### src/rtl/mu0_pkg.sv
// MU0 control: shared opcodes, ALU codes, state encoding and control vector.
package mu0_pkg;

    localparam int unsigned OP_W  = 4;
    localparam int unsigned ALU_W = 2;
    localparam int unsigned ST_W  = 2;

    localparam logic [OP_W-1:0] OP_LDA = 4'd0;
    localparam logic [OP_W-1:0] OP_STA = 4'd1;
    localparam logic [OP_W-1:0] OP_ADD = 4'd2;
    localparam logic [OP_W-1:0] OP_SUB = 4'd3;
    localparam logic [OP_W-1:0] OP_JMP = 4'd4;
    localparam logic [OP_W-1:0] OP_JGE = 4'd5;
    localparam logic [OP_W-1:0] OP_JNE = 4'd6;
    localparam logic [OP_W-1:0] OP_STP = 4'd7;

    localparam logic [ALU_W-1:0] ALU_ADD   = 2'd0;
    localparam logic [ALU_W-1:0] ALU_SUB   = 2'd1;
    localparam logic [ALU_W-1:0] ALU_INC   = 2'd2;
    localparam logic [ALU_W-1:0] ALU_PASSY = 2'd3;

    typedef enum logic [ST_W-1:0] {
        FETCH   = 2'd0,
        EXECUTE = 2'd1,
        HALT    = 2'd2
    } state_t;

    // Full set of control lines driven toward the datapath
    typedef struct packed {
        logic             asel;
        logic             bsel;
        logic             xsel;
        logic             ysel;
        logic [ALU_W-1:0] alufs;
        logic             accce;
        logic             pcce;
        logic             irce;
        logic             accoe;
        logic             memrq;
        logic             rnw;
        logic             halted;
    } ctrl_t;

    // Opcodes that hold a memory access open until acknowledged
    function automatic logic is_mem_op(input logic [OP_W-1:0] op);
        return op inside {OP_LDA, OP_STA, OP_ADD, OP_SUB};
    endfunction

    // Single-cycle PC-update opcodes
    function automatic logic is_jump_op(input logic [OP_W-1:0] op);
        return op inside {OP_JMP, OP_JGE, OP_JNE};
    endfunction

endpackage

### src/rtl/mu0_control_if.sv
// MU0 control <-> datapath/memory signal bundle.
interface mu0_control_if;

    logic [mu0_pkg::OP_W-1:0]  F;
    logic                      N;
    logic                      Z;
    logic                      MEMack;
    logic                      Asel;
    logic                      Bsel;
    logic                      Xsel;
    logic                      Ysel;
    logic [mu0_pkg::ALU_W-1:0] ALUfs;
    logic                      ACCce;
    logic                      PCce;
    logic                      IRce;
    logic                      ACCoe;
    logic                      MEMrq;
    logic                      RnW;
    logic                      Halted;

    modport master (
        input  F, N, Z, MEMack,
        output Asel, Bsel, Xsel, Ysel, ALUfs, ACCce, PCce, IRce, ACCoe, MEMrq, RnW, Halted
    );

    modport slave (
        output F, N, Z, MEMack,
        input  Asel, Bsel, Xsel, Ysel, ALUfs, ACCce, PCce, IRce, ACCoe, MEMrq, RnW, Halted
    );

endinterface

### src/rtl/mu0_ctrl_decode.sv
// Purely combinational (state, opcode, flags, ack) to control-vector decoder.
module mu0_ctrl_decode
    import mu0_pkg::*;
(
    input  state_t          state,
    input  logic [OP_W-1:0] op,
    input  logic            n,
    input  logic            z,
    input  logic            mem_ack,
    output ctrl_t           ctrl
);

    // Everything defaults low so unused selects and ALU codes are never X
    always_comb begin
        ctrl = '0;
        case (state)
            FETCH: begin
                ctrl.memrq = 1'b1;
                ctrl.rnw   = 1'b1;
                ctrl.xsel  = 1'b1;
                ctrl.alufs = ALU_INC;
                ctrl.irce  = mem_ack;
                ctrl.pcce  = mem_ack;
            end
            EXECUTE: begin
                case (op)
                    OP_LDA: begin
                        ctrl.memrq = 1'b1;
                        ctrl.rnw   = 1'b1;
                        ctrl.asel  = 1'b1;
                        ctrl.bsel  = 1'b1;
                        ctrl.accce = mem_ack;
                    end
                    OP_STA: begin
                        ctrl.memrq = 1'b1;
                        ctrl.asel  = 1'b1;
                        ctrl.accoe = 1'b1;
                    end
                    OP_ADD, OP_SUB: begin
                        ctrl.memrq = 1'b1;
                        ctrl.rnw   = 1'b1;
                        ctrl.asel  = 1'b1;
                        ctrl.alufs = (op == OP_SUB) ? ALU_SUB : ALU_ADD;
                        ctrl.accce = mem_ack;
                    end
                    OP_JMP, OP_JGE, OP_JNE: begin
                        ctrl.ysel  = 1'b1;
                        ctrl.alufs = ALU_PASSY;
                        if (op == OP_JGE)      ctrl.pcce = ~n;
                        else if (op == OP_JNE) ctrl.pcce = ~z;
                        else                   ctrl.pcce = 1'b1;
                    end
                    default: ;
                endcase
            end
            HALT:    ctrl.halted = 1'b1;
            default: ;
        endcase
    end

endmodule

### src/rtl/mu0_control.sv
// MU0 control unit: FETCH/EXECUTE/HALT sequencer driving datapath selects and enables.
module mu0_control
    import mu0_pkg::*;
#(
    parameter bit HALT_ON_ILLEGAL = 1'b0
) (
    input  logic          clk,
    input  logic          reset_n,
    mu0_control_if.master bus
);

    state_t state;
    state_t state_nx;
    ctrl_t  ctrl_c;
    ctrl_t  ctrl_out;

    // State register
    always_ff @(posedge clk or negedge reset_n) begin
        if (!reset_n) state <= FETCH;
        else          state <= state_nx;
    end

    // Next state: memory ops wait for ack, jumps and illegal ops take one cycle
    always_comb begin
        state_nx = state;
        case (state)
            FETCH: begin
                if (bus.MEMack) state_nx = EXECUTE;
            end
            EXECUTE: begin
                if (is_mem_op(bus.F)) begin
                    if (bus.MEMack) state_nx = FETCH;
                end else if (bus.F == OP_STP) begin
                    state_nx = HALT;
                end else if (is_jump_op(bus.F)) begin
                    state_nx = FETCH;
                end else begin
                    state_nx = HALT_ON_ILLEGAL ? HALT : FETCH;
                end
            end
            HALT:    state_nx = HALT;
            default: state_nx = FETCH;
        endcase
    end

    mu0_ctrl_decode u_decode (
        .state   (state),
        .op      (bus.F),
        .n       (bus.N),
        .z       (bus.Z),
        .mem_ack (bus.MEMack),
        .ctrl    (ctrl_c)
    );

    // Reset kills every control line at once, abandoning any access in flight
    always_comb begin
        ctrl_out = '0;
        if (reset_n) ctrl_out = ctrl_c;
    end

    assign bus.Asel   = ctrl_out.asel;
    assign bus.Bsel   = ctrl_out.bsel;
    assign bus.Xsel   = ctrl_out.xsel;
    assign bus.Ysel   = ctrl_out.ysel;
    assign bus.ALUfs  = ctrl_out.alufs;
    assign bus.ACCce  = ctrl_out.accce;
    assign bus.PCce   = ctrl_out.pcce;
    assign bus.IRce   = ctrl_out.irce;
    assign bus.ACCoe  = ctrl_out.accoe;
    assign bus.MEMrq  = ctrl_out.memrq;
    assign bus.RnW    = ctrl_out.rnw;
    assign bus.Halted = ctrl_out.halted;

endmodule
### src/flat_wrapper.sv
// flat-port wrapper written by rule: the top's interface ports become plain ports
module mu0_control_flat import mu0_pkg::*;
#(
    parameter bit HALT_ON_ILLEGAL = 1'b0
)
  (clk, reset_n, bus_F, bus_N, bus_Z, bus_MEMack, bus_Asel, bus_Bsel, bus_Xsel, bus_Ysel, bus_ALUfs, bus_ACCce, bus_PCce, bus_IRce, bus_ACCoe, bus_MEMrq, bus_RnW, bus_Halted);
  mu0_control_if bus_i ();
  input  logic clk;
  input  logic reset_n;
  input wire logic [$bits(bus_i.F)-1:0] bus_F;
  input wire logic [$bits(bus_i.N)-1:0] bus_N;
  input wire logic [$bits(bus_i.Z)-1:0] bus_Z;
  input wire logic [$bits(bus_i.MEMack)-1:0] bus_MEMack;
  output wire logic [$bits(bus_i.Asel)-1:0] bus_Asel;
  output wire logic [$bits(bus_i.Bsel)-1:0] bus_Bsel;
  output wire logic [$bits(bus_i.Xsel)-1:0] bus_Xsel;
  output wire logic [$bits(bus_i.Ysel)-1:0] bus_Ysel;
  output wire logic [$bits(bus_i.ALUfs)-1:0] bus_ALUfs;
  output wire logic [$bits(bus_i.ACCce)-1:0] bus_ACCce;
  output wire logic [$bits(bus_i.PCce)-1:0] bus_PCce;
  output wire logic [$bits(bus_i.IRce)-1:0] bus_IRce;
  output wire logic [$bits(bus_i.ACCoe)-1:0] bus_ACCoe;
  output wire logic [$bits(bus_i.MEMrq)-1:0] bus_MEMrq;
  output wire logic [$bits(bus_i.RnW)-1:0] bus_RnW;
  output wire logic [$bits(bus_i.Halted)-1:0] bus_Halted;
  assign bus_i.F = bus_F;
  assign bus_i.N = bus_N;
  assign bus_i.Z = bus_Z;
  assign bus_i.MEMack = bus_MEMack;
  assign bus_Asel = bus_i.Asel;
  assign bus_Bsel = bus_i.Bsel;
  assign bus_Xsel = bus_i.Xsel;
  assign bus_Ysel = bus_i.Ysel;
  assign bus_ALUfs = bus_i.ALUfs;
  assign bus_ACCce = bus_i.ACCce;
  assign bus_PCce = bus_i.PCce;
  assign bus_IRce = bus_i.IRce;
  assign bus_ACCoe = bus_i.ACCoe;
  assign bus_MEMrq = bus_i.MEMrq;
  assign bus_RnW = bus_i.RnW;
  assign bus_Halted = bus_i.Halted;
  mu0_control #(.HALT_ON_ILLEGAL(HALT_ON_ILLEGAL)) u_core (.clk(clk), .reset_n(reset_n), .bus(bus_i));
endmodule
### config.mk
export PLATFORM = sky130hd
export DESIGN_NAME = mu0_control_flat
export DESIGN_NICKNAME = d
export VERILOG_FILES = /design/src/rtl/mu0_pkg.sv /design/src/rtl/mu0_control_if.sv /design/src/rtl/mu0_ctrl_decode.sv /design/src/rtl/mu0_control.sv /design/src/flat_wrapper.sv
export SDC_FILE = /design/constraint.sdc
export NUM_CORES = 1
export LEC_CHECK = 0
export BUFFER_PORTS_ARGS = -buffer_cell sky130_fd_sc_hd__buf_2
export CAP_MARGIN = 20
export CORE_AREA = 4 4 41 43
export DETAILED_ROUTE_END_ITERATION = 6
export DIE_AREA = 0 0 45 47
export GPL_ROUTABILITY_DRIVEN = 0
export GPL_TIMING_DRIVEN = 1
export PLACE_DENSITY = 0.49
export SYNTH_ARGS = -nofsm -noshare
export SYNTH_HDL_FRONTEND = slang
export SYNTH_SLANG_ARGS = --single-unit
export TNS_END_PERCENT = 50
### constraint.sdc
create_clock -name clk -period 1.5 [get_ports clk]
set_input_delay 0.075 -clock clk [delete_from_list [all_inputs] [get_ports clk]]
set_output_delay 0.075 -clock clk [all_outputs]
set_load 0.05 [all_outputs]
==> results.ini, run 1 <==
[run_status]
status = finished, violations left
violations = negative setup slack

[power]
netSwitchingFraction_pct = 44.2
clkPwrFrac_pct = 29.2
combPwrFrac_pct = 54.4
power_uw = 395
power.share.sequential_pct = 16.4
vdd.ir_drop.worst_v = 0.000370
cellPowerDensity_nw_per_um2 = 800
p_switching_uw = 175
p_leak_uw = 0.000256
p_int_uw = 220

[final_layout]
regArea_um2 = 50.0
synthToLayoutAreaGrowth_pct = 89.4
diodes = 0
multi_input_area_um2 = 194
drive_gt1_share_pct = 53.8
largest_reg_flops = 2
fin_nets = 76
reg.largest.list = u_core.state (2)
n_fill_cell = 150
regMostFlops = u_core.state

[logic_synthesis]
synth_commonest_cells = a21oi_1, inv_1, nand2_1, nor2_1, nand2b_1
yosys_warnings = 0
postSynthNetCount = 47
synth_top_family_by_area = simple AND/OR/NAND/NOR gates
synthXorXnorAreaFrac_pct = 3.37
synth-seq-cells = 2
synth_ff_type = dfrtp_1
syn-cell-area_um2 = 260
yosysTopAreaCell = dfrtp_1
synth_enable_flop_cells = 0
async_reset_ff_share_pct = 100
syn_area_per_cell_um2 = 6.85
synth_fa_ha_area_share_pct = 0
synth-simple-area-share_pct = 49.5
ys_seq_area_share_pct = 19.2
netlist_instances = 38
synth_cell_types = 21
synth-compound-area-share_pct = 14.4
synth_top_area_share_pct = 19.2
netlist_top_cells_area = dfrtp_1, a21oi_1, nand2b_1
synthMuxAreaShare_pct = 0

[grt]
antenna_found_initial = 0
grt_max_degree = 9
overflow = 0
grt_usage_pct = 9.00
grt_pass1_vias = 363
grt_pass1_wl_um = 1430

[routing]
drc = 0
wl_per_cell_um = 10.3
viasPerCell = 4.49
first_pass_iters = 4
via_count = 359
first_iter_violations = 3
ant_nets = 0
wl_um = 820

[die]
die_area_um2 = 2120
start_util_pct = 20.0
num_io_pins = 22
std_cell_rows = 13
die_w_um = 45
die_h_um = 47
core_um2 = 1300

[sta]
fmax_mhz = 636
fin_crit_sh_pct = 105
maxSlewViolCount = 0
fin_crit_ns = 1.57
setup_viol = 5
timing.clock.skew_ns = 0.000634
relSlewSlack_pct = 83.4
whs_ns = 0.165
fin_ws_ns = -0.0717
worstMarginPinSlew_ns = 0.250
final.setup.tns_ns = -0.175
rsz0062_at_grt = true
hold_violations = 0

[worst_setup_path]
critPathArrivalTime_ns = 1.50
crit_type = reg -> out
end_kind = output port
start_kind = flip-flop
critPathMaxFanout = 3
required_ns = 1.42

[clocking]
cts_buffer_depth = 2
clk_pin_slew_worst_paths_ns = 0.03
insertion_delay_ns = 0.22
cts_tree = done
root_buffer = clkbuf_4
cts_sinks = 2
cts_max_level = 1
cts_buffers = 3

[hold_path]
hold_path.class = in -> reg

[placed_design]
dpl_worst_slack_ns = 0.0725
dp_hpwl_um = 678
portBuffers = 21

[flow_run]
max_cap_viol_count = 0

## worst paths after layout
kind | start | to | slack, ns | depth (start not counted)
max | u_core.state[1] | bus_ACCce | -0.07 | 5
min | bus_MEMack | u_core.state[0] | 0.16 | 3
max reg2reg | u_core.state[1] | u_core.state[1] | 0.47 | 4
min reg2reg | u_core.state[1] | u_core.state[0] | 0.62 | 3
max in group asynchronous | reset_n | u_core.state[0] | 1.11 | 2
min in group asynchronous | reset_n | u_core.state[1] | 0.27 | 2
## placed cells by master, fill, tap and decap left out, types with 2 or more instances in the layout
cell / Yosys / layout
buf_2: 1 / 14
buf_6: 1 / 5
nor2_1: 4 / 4
nand2_1: 4 / 4
inv_1: 4 / 4
clkbuf_4: 0 / 4
buf_4: 0 / 4
nand2b_1: 3 / 3
a21oi_1: 4 / 3
o22ai_1: 2 / 2
nor3_2: 0 / 2
dfrtp_1: 2 / 2
## timing repair
| item | CTS | global route |
|---|---|---|
| hold buffers | 1 | 0 |
| resized for setup | 11 | 4 |
| hold endpoints to repair | 2 | 0 |
| setup buffers | 0 | 1 |
| setup endpoints to repair | 7 | 7 |
| pin swaps | 2 | 1 |
## area by class of cell
cell class | instances | area share [%]
sequential | 2 | 10.2
tap | 15 | 3.81
multi-input combinational | 29 | 39.3
timing repair buffer | 26 | 38.3
clock buffer | 3 | 4.57
inverter | 5 | 3.81
## cell families (layout without fill, tap and decap cells)
kind of cell,after synthesis,count (layout)
simple gates,21,21
buf+inv,7,34
flops,2,2
compound gates,7,7
xor+xnor,1,1
## stage by stage
stage | cell area [µm²] | utilization [%] | std cells
after global placement | 405 | 31.2 | 75
after detailed placement | 405 | 31.2 | 75
after global routing | 493 | 37.9 | 80
final | 493 | 37.9 | 80
after floorplan | 275 | - | 38
after CTS | 472 | 36.3 | 79
## power groups by stage
stage	sequential [µW]	clock, µW	combinational, µW
2_1_floorplan	62.7	0	145
3_3_place_gp	64.2	0	197
3_5_place_dp	64.7	0	197
4_1_cts	64.0	121	211
5_1_grt	65.9	134	229
6_report	64.6	115	215
## per-layer routing
metal | share of wire, % | GRT usage [%] | wire length [µm] | vias up
li1 | - | - | - | 186
met1 | 46 | 11.6 | 379 | 161
met2 | 45 | 14.4 | 367 | 12
met3 | 8.9 | 3.45 | 73 | 0
met4 | 0 | 1.75 | 0 | 0
met5 | 0 | 0 | 0 | -
## critical path, cell delays in order, from the launching register on
cell and delay (ns):
dfrtp_1 0.37, nand2b_4 0.14, or3_4 0.38, inv_2 0.06, and3_4 0.18, buf_8 0.14
No activity file was read; power rests on OpenSTA's default activity.
==> run 2, diff against run 1 <==
--- a/config.mk
+++ b/config.mk
@@ -13,6 +13,7 @@
 export GPL_ROUTABILITY_DRIVEN = 0
 export GPL_TIMING_DRIVEN = 1
 export PLACE_DENSITY = 0.49
+export RECOVER_POWER = 100
 export SYNTH_ARGS = -nofsm -noshare
 export SYNTH_HDL_FRONTEND = slang
 export SYNTH_SLANG_ARGS = --single-unit
==> results.ini, run 2 (synthesis gave the netlist of run 1 again) <==
[power]
vdd.ir_drop.worst_v = 0.000371  ; was 0.000370 V
p_leak_uw = 0.000250  ; was 0.000256 µW
cellPowerDensity_nw_per_um2 = 799  ; was 800 nW/µm²

[final_layout]
largest_reg_flops = 2  ; unchanged
final_cell_area_um2 = 489  ; was 493 µm²
layout_commonest_cell = buf_2  ; unchanged
drive_gt1_share_pct = 52.3  ; was 53.8%
reg.largest.list = u_core.state (2)  ; unchanged
fin_cells = 80  ; unchanged
synthToLayoutAreaGrowth_pct = 88.0  ; was 89.4%
fin_nets = 76  ; unchanged
n_fill_cell = 152  ; was 150
layout_common_cells = buf_2, buf_6  ; unchanged
diodes = 0  ; unchanged
regMostFlops = u_core.state  ; unchanged

[run_status]
violations = negative setup slack  ; unchanged
status = finished, violations left  ; unchanged

[die]
core_um2 = 1300  ; unchanged
std_cell_rows = 13  ; unchanged
die_area_um2 = 2120  ; unchanged
num_io_pins = 22  ; unchanged
die_h_um = 47  ; unchanged
start_util_pct = 20.0  ; unchanged
die_w_um = 45  ; unchanged

[sta]
final.setup.tns_ns = -0.165  ; was -0.175 ns
maxSlewViolCount = 0  ; unchanged
timing.clock.skew_ns = 0.000841  ; was 0.000634 ns
fin_crit_ns = 1.57  ; about the same
worstMarginPinSlew_ns = 0.324  ; was 0.250 ns
fmax_mhz = 636  ; about the same
setup_viol = 5  ; unchanged
fin_ws_ns = -0.0720  ; was -0.0717 ns
hold_violations = 0  ; unchanged
rsz0062_at_grt = true  ; unchanged
relSlewSlack_pct = 78.4  ; was 83.4%
fin_crit_sh_pct = 105  ; about the same

[clocking]
cts_tree = done  ; unchanged
cts_max_level = 1  ; unchanged
clk_pin_slew_worst_paths_ns = 0.03  ; about the same
cts_buffer_depth = 2  ; unchanged
cts_buffers = 3  ; unchanged
insertion_delay_ns = 0.22  ; about the same
root_buffer = clkbuf_4  ; unchanged
cts_sinks = 2  ; unchanged

[worst_setup_path]
crit_slowest_cell = dfrtp_1  ; was or3_4
cp_num_buf_inv = 2  ; unchanged
crit_family = simple AND/OR/NAND/NOR gates  ; unchanged
required_ns = 1.42  ; about the same
critPathArrivalTime_ns = 1.50  ; about the same
cp_cell_sequence = buf_6, and4bb_1, nand4_1, o22ai_1, buf_4  ; was nand2b_4, or3_4, inv_2, and3_4, buf_8
max_stage_delay_ns = 0.37  ; was 0.38 ns
end_kind = output port  ; unchanged
critPathMaxFanout = 3  ; unchanged
start_kind = flip-flop  ; unchanged
crit_type = reg -> out  ; unchanged

[routing]
wl_per_cell_um = 10.2  ; was 10.3 µm
via_count = 355  ; was 359
first_pass_iters = 2  ; was 4
drc = 0  ; unchanged
first_iter_violations = 4  ; was 3
wl_um = 818  ; was 820 µm
ant_nets = 0  ; unchanged
viasPerCell = 4.44  ; was 4.49

[flow_run]
max_cap_viol_count = 0  ; unchanged

[grt]
grt_usage_pct = 9.00  ; unchanged
grt_pass1_wl_um = 1430  ; unchanged
overflow = 0  ; unchanged
grt_max_degree = 9  ; unchanged
antenna_found_initial = 0  ; unchanged
grt_pass1_vias = 363  ; unchanged

[placed_design]
portBuffers = 21  ; unchanged
place_inst = 75  ; unchanged
place_area_um2 = 405  ; unchanged
dp_hpwl_um = 678  ; unchanged
dpl_worst_slack_ns = 0.0725  ; unchanged

[hold_path]
hold_path.class = in -> reg  ; unchanged

==> run 2: what timing repair did <==
action | 4_1_cts | 5_1_grt
hold endpoints to repair | 2 | 0
setup buffers | 0 | 1
hold buffers | 1 | 0
gates resized for setup | 11 | 4
pin swaps | 2 | 1
setup endpoints to repair | 7 | 7
==> run 2: final cells by class <==
type	instances	area (µm²)	share of cell area, %
well taps	15	18.8	3.84
flip-flops and latches	2	50.0	10.2
clock buffers	3	22.5	4.60
multi-input cells	29	194	39.6
inverters	5	18.8	3.84
repair buffers	26	185	37.9
==> run 2: worst register-to-register path, cell delays in order (launching register included) <==
cell and delay (ns):
dfrtp_1 0.35, clkbuf_1 0.29, nand2b_1 0.21, a21oi_1 0.08
==> run 2: worst paths after layout <==
kind	startpoint	slack (ns)	cells after the start	end
setup / recovery	u_core.state[1]	-0.07	5	bus_PCce
hold / removal	bus_MEMack	0.17	3	u_core.state[0]
setup reg to reg	u_core.state[0]	0.44	3	u_core.state[0]
hold reg to reg	u_core.state[1]	0.61	3	u_core.state[0]
max in group asynchronous	reset_n	1.11	2	u_core.state[0]
min in group asynchronous	reset_n	0.27	2	u_core.state[1]
==> run 2: routing by layer <==
| layer | up-vias | wire (µm) | share of wire [%] | global-route usage [%] |
|---|---|---|---|---|
| met4 | 0 | 0 | 0 | 1.75 |
| met2 | 12 | 375 | 46 | 14.4 |
| met3 | 0 | 73 | 8.9 | 3.45 |
| li1 | 186 | - | - | - |
| met5 | - | 0 | 0 | 0 |
| met1 | 157 | 369 | 45 | 11.6 |
==> run 2: where the power goes <==
part	internal [µW]	leakage, µW	switching [µW]
Clock	88.0	0.0000138	27.5
Sequential	60.3	0.0000262	4.19
Combinational	67.8	0.000210	143
==> run 2: stage by stage <==
stage | power [µW] | utilization [%] | hold WS (ns)
after CTS | 396 | 36.3 | 0.160
final | 391 | 37.6 | 0.165
after global placement | 261 | 31.2 | -0.100
after global routing | 425 | 37.6 | 0.189
after detailed placement | 262 | 31.2 | -0.101
after floorplan | 208 | - | -0.221
